**src/rtl/lsu_port_arbiter.sv**
```systemverilog
// lsu_port_arbiter: shares one LSU memory port between the CPU MEM stage and a
// debug/loader master.
//
// Ports
//   i_clk, i_reset          clock; synchronous active-low reset
//   i_cpu_*                 CPU access request and attributes
//   o_cpu_rdata             LSU read data passed straight through to the CPU
//   o_cpu_stall             pipeline freeze while the CPU is refused the port
//   i_dbg_valid/o_dbg_ready debug request handshake (word accesses only)
//   i_dbg_*                 debug access attributes
//   o_dbg_rdata/o_dbg_rvalid debug read response, one cycle after acceptance
//   o_mem_*, i_mem_rdata    shared LSU port (read data one cycle after address)
//
// Configuration
//   LSU_ARB_RR_EN  undefined: CPU wins ties unless debug has lost STARVE_MAX
//                  cycles in a row.
//                  defined:   ties alternate between requesters.
module lsu_port_arbiter #(
  parameter int unsigned STARVE_MAX = 8
) (
  input  logic        i_clk,
  input  logic        i_reset,
  input  logic        i_cpu_req,
  input  logic        i_cpu_wren,
  input  logic [31:0] i_cpu_addr,
  input  logic [31:0] i_cpu_wdata,
  input  logic [2:0]  i_cpu_funct3,
  output logic [31:0] o_cpu_rdata,
  output logic        o_cpu_stall,
  input  logic        i_dbg_valid,
  output logic        o_dbg_ready,
  input  logic        i_dbg_wren,
  input  logic [31:0] i_dbg_addr,
  input  logic [31:0] i_dbg_wdata,
  output logic [31:0] o_dbg_rdata,
  output logic        o_dbg_rvalid,
  output logic [31:0] o_mem_addr,
  output logic [31:0] o_mem_wdata,
  output logic        o_mem_wren,
  output logic [2:0]  o_mem_funct3,
  input  logic [31:0] i_mem_rdata
);

  localparam logic [2:0] FUNCT3_WORD = 3'b010;

  typedef enum logic {
    IDLE     = 1'b0,
    DBG_RESP = 1'b1
  } state_e;

  state_e      state_q, state_d;
  logic [31:0] dbg_rdata_q, dbg_rdata_d;
  logic        dbg_req;
  logic        cpu_gnt;
  logic        dbg_gnt;
  logic        tie_dbg_wins;

`ifdef LSU_ARB_RR_EN
  // 1 when debug won the most recent tie
  logic last_dbg_q, last_dbg_d;
`else
  localparam int unsigned CNT_W = $clog2(STARVE_MAX + 1);
  logic [CNT_W-1:0] starve_q, starve_d;
`endif

  // State registers
  always_ff @(posedge i_clk) begin
    if (!i_reset) begin
      state_q     <= IDLE;
      dbg_rdata_q <= '0;
`ifdef LSU_ARB_RR_EN
      last_dbg_q  <= 1'b1;
`else
      starve_q    <= '0;
`endif
    end else begin
      state_q     <= state_d;
      dbg_rdata_q <= dbg_rdata_d;
`ifdef LSU_ARB_RR_EN
      last_dbg_q  <= last_dbg_d;
`else
      starve_q    <= starve_d;
`endif
    end
  end

  // Grant, FSM next state and port steering
  always_comb begin
    state_d      = state_q;
    dbg_rdata_d  = dbg_rdata_q;
    dbg_req      = 1'b0;
    cpu_gnt      = 1'b0;
    dbg_gnt      = 1'b0;
    o_dbg_rvalid = 1'b0;
    o_dbg_rdata  = dbg_rdata_q;
`ifdef LSU_ARB_RR_EN
    last_dbg_d   = last_dbg_q;
    tie_dbg_wins = ~last_dbg_q;
`else
    starve_d     = starve_q;
    tie_dbg_wins = (starve_q == CNT_W'(STARVE_MAX));
`endif

    if (i_reset) begin
      // Debug cannot be accepted while its read response is on the bus
      dbg_req = i_dbg_valid && (state_q == IDLE);

      if (i_cpu_req && dbg_req) begin
        dbg_gnt = tie_dbg_wins;
        cpu_gnt = ~tie_dbg_wins;
`ifdef LSU_ARB_RR_EN
        last_dbg_d = tie_dbg_wins;
`endif
      end else begin
        cpu_gnt = i_cpu_req;
        dbg_gnt = dbg_req;
      end

`ifndef LSU_ARB_RR_EN
      // Counts consecutive lost cycles; a withdrawn request restarts it
      if (!i_dbg_valid || dbg_gnt) begin
        starve_d = '0;
      end else if (starve_q != CNT_W'(STARVE_MAX)) begin
        starve_d = starve_q + CNT_W'(1);
      end
`endif

      case (state_q)
        IDLE: begin
          if (dbg_gnt && !i_dbg_wren) begin
            state_d = DBG_RESP;
          end
        end
        DBG_RESP: begin
          state_d      = IDLE;
          o_dbg_rvalid = 1'b1;
          o_dbg_rdata  = i_mem_rdata;
          dbg_rdata_d  = i_mem_rdata;
        end
        default: state_d = IDLE;
      endcase
    end

    // Address stays on the CPU when nobody is granted
    o_mem_addr   = i_cpu_addr;
    o_mem_wdata  = i_cpu_wdata;
    o_mem_funct3 = i_cpu_funct3;
    o_mem_wren   = 1'b0;
    if (dbg_gnt) begin
      o_mem_addr   = i_dbg_addr;
      o_mem_wdata  = i_dbg_wdata;
      o_mem_funct3 = FUNCT3_WORD;
      o_mem_wren   = i_dbg_wren;
    end else if (cpu_gnt) begin
      o_mem_wren   = i_cpu_wren;
    end

    o_dbg_ready = dbg_gnt;
    o_cpu_stall = i_reset && i_cpu_req && !cpu_gnt;
  end

  // Load data timing is aligned by the pipeline, not here
  assign o_cpu_rdata = i_mem_rdata;

endmodule

```
**config.mk**
```make
export PLATFORM = sky130hd
export DESIGN_NAME = lsu_port_arbiter
export DESIGN_NICKNAME = d
export VERILOG_FILES = /design/src/rtl/lsu_port_arbiter.sv
export SDC_FILE = /design/constraint.sdc
export NUM_CORES = 1
export LEC_CHECK = 0
export CELL_PAD_IN_SITES_DETAIL_PLACEMENT = 1
export CELL_PAD_IN_SITES_GLOBAL_PLACEMENT = 1
export CORE_MARGIN = 2
export CORE_UTILIZATION = 21
export CTS_CLUSTER_DIAMETER = 50
export DETAILED_ROUTE_END_ITERATION = 8
export GPL_TIMING_DRIVEN = 0
export PLACE_DENSITY_LB_ADDON = 0.1
export SYNTH_ARGS = -nofsm -noshare
export SYNTH_HDL_FRONTEND = slang
export SYNTH_SLANG_ARGS = --single-unit
```
**constraint.sdc**
```tcl
create_clock -name i_clk -period 5.8 [get_ports i_clk]
set_input_delay 0.58 -clock i_clk [delete_from_list [all_inputs] [get_ports i_clk]]
set_output_delay 0.58 -clock i_clk [all_outputs]
set_load 0.01 [all_outputs]
```
Word-level counts from Yosys, hierarchy flattened
Cells that the tools add are included.

Bitwise operators: 3. Add/subtract/negate cells: 1. Reduce and logical (&&, ||, !) cells: 10. Eq/ne operators: 2. Muxes and demuxes: 16.

Operators by type and width (count): $mux W32 (4); $mux W1 (10); $logic_and A1 B1 Y1 (5); $add A4 B1 Y4 const B (1); $eq A4 B4 Y1 const B (1); $ne A4 B4 Y1 const B (1); $logic_not A1 Y1 (3); $mux W3 (1); $not A1 Y1 (3); $pmux W1 S2 (1); $reduce_or A2 Y1 (1); $logic_or A1 B1 Y1 (1).

Flip-flop bits (word level): 37.

Logic depth before layout (Yosys ltp)
Depth after elaboration: 8. Depth in mapped cells: 8. Mapped depth without buffers: 5.

Worst setup path before layout
No wires, ideal clock.

Path type: reg-to-output. Start point: reg starve_q[0]. End point: out o_mem_addr[26]. Stages on the path, launching flop included: 9. Required time: 5.220 ns. Arrival: 1.764 ns. Setup slack: 3.456 ns. Cell sequence: dfxtp_1 > inv_1 > ha_1 > and3b_1 > buf_2 > o211ai_4 > buf_6 > buf_6 > mux2_1.

Word-level cells in the longest chain between the ends: 5.

RTL lines: from (decl) (RTL line 63) `logic [CNT_W-1:0] starve_q, starve_d;`; from (signal assigned) (RTL line 82) `starve_q <= starve_d;`; $eq A4 B4 Y1 (RTL line 101) `tie_dbg_wins = (starve_q == CNT_W'(STARVE_MAX));`; $mux W1 (RTL line 108) `if (i_cpu_req && dbg_req) begin`; $mux W1 (2 in series) (RTL line 104) `if (i_reset) begin`; $mux W32 (RTL line 149) `if (dbg_gnt) begin`; to (decl) (RTL line 37) `output logic [31:0] o_mem_addr,`.

Every way passes these cells. The select of a mux whose other input is x is not followed.

Final worst setup path
Start point: in i_cpu_req. End point: out o_mem_addr[28].

Word-level cells in the longest chain between the ends: 5.

RTL lines: from (decl) (RTL line 23) `input logic i_cpu_req,`; $logic_and A1 B1 Y1 (RTL line 108); $mux W1 (RTL line 108); $mux W1 (2 in series) (RTL line 104); $mux W32 (RTL line 149).

Every way passes these cells. The select of a mux whose other input is x is not followed.

==> results.txt <==
- By area the synthesized netlist is led by sky130_fd_sc_hd__mux2_2, sky130_fd_sc_hd__dfxtp_1, sky130_fd_sc_hd__mux2i_1.
- In this run the core area contains 43 standard-cell rows.
* Post-synthesis adder-cell area fraction: 0.855%
* Die Span Y: 122 um
- After Yosys synthesis, XOR and XNOR cells account for 0.898% of the synthesized area.
- Achievable clock frequency: 0.299 GHz
* Total Die Area: 14900 um^2
- The mapped netlist covers 2930 um^2.
- Fraction of met1 tracks used by global routing: a little under a fifth
* Core area: 13700 um^2
- Largest incremental delay on the critical path: 560 ps
* Via count: ~3.2k
- Clock transition time at the flip-flop clock pins of the worst setup and hold paths: 60 ps
- Number of DRC violations after detailed routing: 0
* Vias per inst: 4.18
- Gpl congestion: 0.757
* Final Hold Fails: 0
* Overall die width: 122 um
- Synthesis handed over a netlist of between 200 and 300 instances.
- Setup-failing EPs final: 0
- Number of warnings reported in the yosys synthesis log: 0
* Grt total ovfl: 0
* Number of synthesized flops with an enable pin: 0
- Placed cell count: 766
- Unrepaired setup endpoints after global routing: false
- For this block, the initial DRC count from the detailed router was 76.
- For this configuration, the core starts out at a cell density of about a fifth.
* Share of post-route cells with drive strength above 1: 24.9%
- Maximum number of pins on one net before global-route repair: 13
* Post-route worst hold slack: 514 ps
- The worst path uses 57.7% of the clock period.
- Multi-input gate area: roughly 1800 um^2
- Net count after synthesis: 454
- After routing, the total negative slack on setup checks comes to 0 ps.
* Largest buffer count on any clock path: 2
* Global-route wire length before repair: 19.5 mm
- Clock Skews: about 7.1 ps
* Number of detailed-route iterations in the first pass: 4
- Simple-Gate Fraction of Synth Area: 10.4%
- In the synthesized netlist, mux cells make up 47.9% of the area.
- CTS tree: done
* Maximum level of the CTS H-tree: 2
- In this run, distinct cell masters in the synthesized netlist total 28.
- Complex-gate fraction of the synthesized area: 1.84%
- Highest fanout seen on the critical path: 10
* GRT Util Overall: 17.1%
* Average size of a mapped cell: between 10 and 15 um^2
- Headroom to the max-slew limit came out at 77.6%.
- Global routing used 32.2% of the available met2 tracks.
- Total length of routed wires: 13.1 mm
* Category of cells accounting for the largest share of critical-path delay: buffers and inverters
- Clock Latency Late Sink: 270 ps
* PD cells: between 100 and 150 nW/um^2
- GR met3 Demand/Resource: 6.46%
- In this run the static leakage power is 0.00242 uW.
- Summed over its instances, the top area cell type makes up 35.0% of the synthesized netlist area.
- Number of gates resized after CTS: 0
* Number of port buffers: 303
- The final layout contains 764 nets.
- After synthesis, the share of flip-flops with an asynchronous set or reset is 0%.
* Share of synthesized area occupied by flip-flops and latches: 25.3%
- The finished layout holds approximately 770 standard cells, fillers aside.
- Max-capacitance violation count: 0
- Compared with the post-synthesis result, the final layout area differs by 117%.
* Crit path buffers/inverters: 5
- VDD IR max: 108 uV
- The final-report max-slew violation count was 0.
- Final-layout fill cell count: 1550
- Once detail routing completed, the nets flagged for antenna violations numbered 0.
- In the synthesized netlist the dominant register cell turns out to be sky130_fd_sc_hd__dfxtp_1.
* Post-CTS Setup Repair Bufs: 0
* Critical path data arrival time: 2760 ps
- The tightest min-delay check is of the reg -> reg type.
- Number of CTS-inserted buffers: 5
* Required time of the critical path: 5220 ps
- STA classifies the critical path startpoint as a primary input.
- Critical path type: in -> out
* Clk sink count: 37
- Once routing completed, OpenROAD measured the worst setup slack at 2460 ps.
* Diode insertion count for antenna repair: 0
* Average wire per standard cell: between 15 and 20 um
* Antenna violations before repair: 0
- Flip-flop and latch count after synthesis: 37
- OpenSTA, run right after detailed placement, puts the worst setup slack at between 2000 and 2500 ps.
- Yosys top cell by area: sky130_fd_sc_hd__mux2_2
* Most used routing layer in global routing: met2
* Combinational family with the most area after synthesis: multiplexers
- STA classifies the critical path endpoint as an output port.
- The worst path needs 3340 ps of the cycle, external delays included.
* Cell at the root of the clock tree: sky130_fd_sc_hd__clkbuf_16
* Cells along the critical path: clkdlybuf4s50_1 > inv_1 > o211ai_4 > buf_6 > buf_6 > mux2_1 > clkdlybuf4s50_1
- At the pin with the least slew margin, the transition time is 327 ps.
- After legalization and detailed placement, the total HPWL measured 11.5 mm.
- Number of global-route vias before repair: 3558
- For this design, the CTS-stage hold fixing added 0 buffers.
* Register area: around 740 um^2
- The slowest stage of the critical path belongs to the cell sky130_fd_sc_hd__clkdlybuf4s50_1.
- Result of the run: complete, no violations
- 304 I/O pins were placed.
-- cell type report --
type | instances | area share, %
plain buffers | 51 | 5.63
clock inverters | 2 | 0.217
clock buffers | 6 | 2.19
multi-input cells | 190 | 28.6
inverters | 5 | 0.296
repair buffers | 303 | 47.9
flip-flops and latches | 37 | 11.7
well taps | 180 | 3.55
-- cells in the final DEF (no fill, tap or decap), drive strengths merged, types with 3 or more instances in the layout --
cell type      count
nand3              4
nor2               3
dfxtp             37
mux2              96
nor2b             32
mux2i             32
inv                5
clkbuf             9
buf               48
clkdlybuf4s50    303
-- metrics by stage --
stage | utilization (%) | area (um^2) | power [uW]
2_1_floorplan | - | 2930 | 388
3_3_place_gp | 45.1 | 6180 | 628
3_5_place_dp | 45.1 | 6180 | 633
4_1_cts | 46.2 | 6340 | 914
5_1_grt | 46.2 | 6340 | 943
6_report | 46.2 | 6340 | 898
-- report_power, final --
| part | switching [uW] | internal, uW |
|---|---|---|
| Clock | 103 | 171 |
| Combinational | 115 | 246 |
| Sequential | 2.68 | 260 |
-- metal layers --
metal	vias up	routed length (um)
met5	-	0
met2	136	7100
li1	1567	-
met4	0	168
met1	1528	4620
met3	8	1230
-- tightest hold or removal path, cell delays in order (launching register included) --
cell                      delay (ps)
sky130_fd_sc_hd__dfxtp_1         320
sky130_fd_sc_hd__mux2i_1          60
sky130_fd_sc_hd__nor2b_1          90
-- path summary, 6_finish.rpt --
| kind | end | slack (ps) | cells after the start | from |
|---|---|---|---|---|
| max | o_mem_addr[28] | 2460 | 7 | i_cpu_req |
| min | dbg_rdata_q[25]$_SDFF_PN0_ | 510 | 2 | dbg_rdata_q[25]$_SDFF_PN0_ |
| max reg2reg | state_q$_SDFF_PP0_ | 4050 | 8 | starve_q[0]$_SDFFE_PP0P_ |
| min reg2reg | dbg_rdata_q[25]$_SDFF_PN0_ | 510 | 2 | dbg_rdata_q[25]$_SDFF_PN0_ |
-- synthesized netlist by cell type (2+ instances only) --
cell type	n
sky130_fd_sc_hd__nor2b_1	32
sky130_fd_sc_hd__buf_4	37
sky130_fd_sc_hd__clkbuf_1	3
sky130_fd_sc_hd__nand3_1	4
sky130_fd_sc_hd__a21oi_1	2
sky130_fd_sc_hd__dfxtp_1	37
sky130_fd_sc_hd__mux2_1	5
sky130_fd_sc_hd__inv_1	5
sky130_fd_sc_hd__nand2_1	2
sky130_fd_sc_hd__ha_1	2
sky130_fd_sc_hd__and2_1	2
sky130_fd_sc_hd__mux2_2	91
sky130_fd_sc_hd__nor2_1	3
sky130_fd_sc_hd__buf_6	2
sky130_fd_sc_hd__nand2b_1	2
sky130_fd_sc_hd__mux2i_1	32
sky130_fd_sc_hd__xnor2_1	2
sky130_fd_sc_hd__nor3_1	2
sky130_fd_sc_hd__buf_2	9
-- sequential cells by signal, summed over array words and instances (netlist names) --
signal       cells
starve_q         4
state_q          1
dbg_rdata_q     32
-- logic make-up (layout without fill, tap and decap cells) --
| kind of cell | count (synthesis) | in the layout |
|---|---|---|
| AOI/OAI and AO/OA | 6 | 6 |
| xor gates and xnor gates | 3 | 3 |
| adders and majority gates | 2 | 2 |
| buffers and inverters | 56 | 367 |
| DFF | 37 | 37 |
| muxes | 128 | 128 |
| and+or+nand+nor | 51 | 51 |
Power figures use the tool's default switching activity.
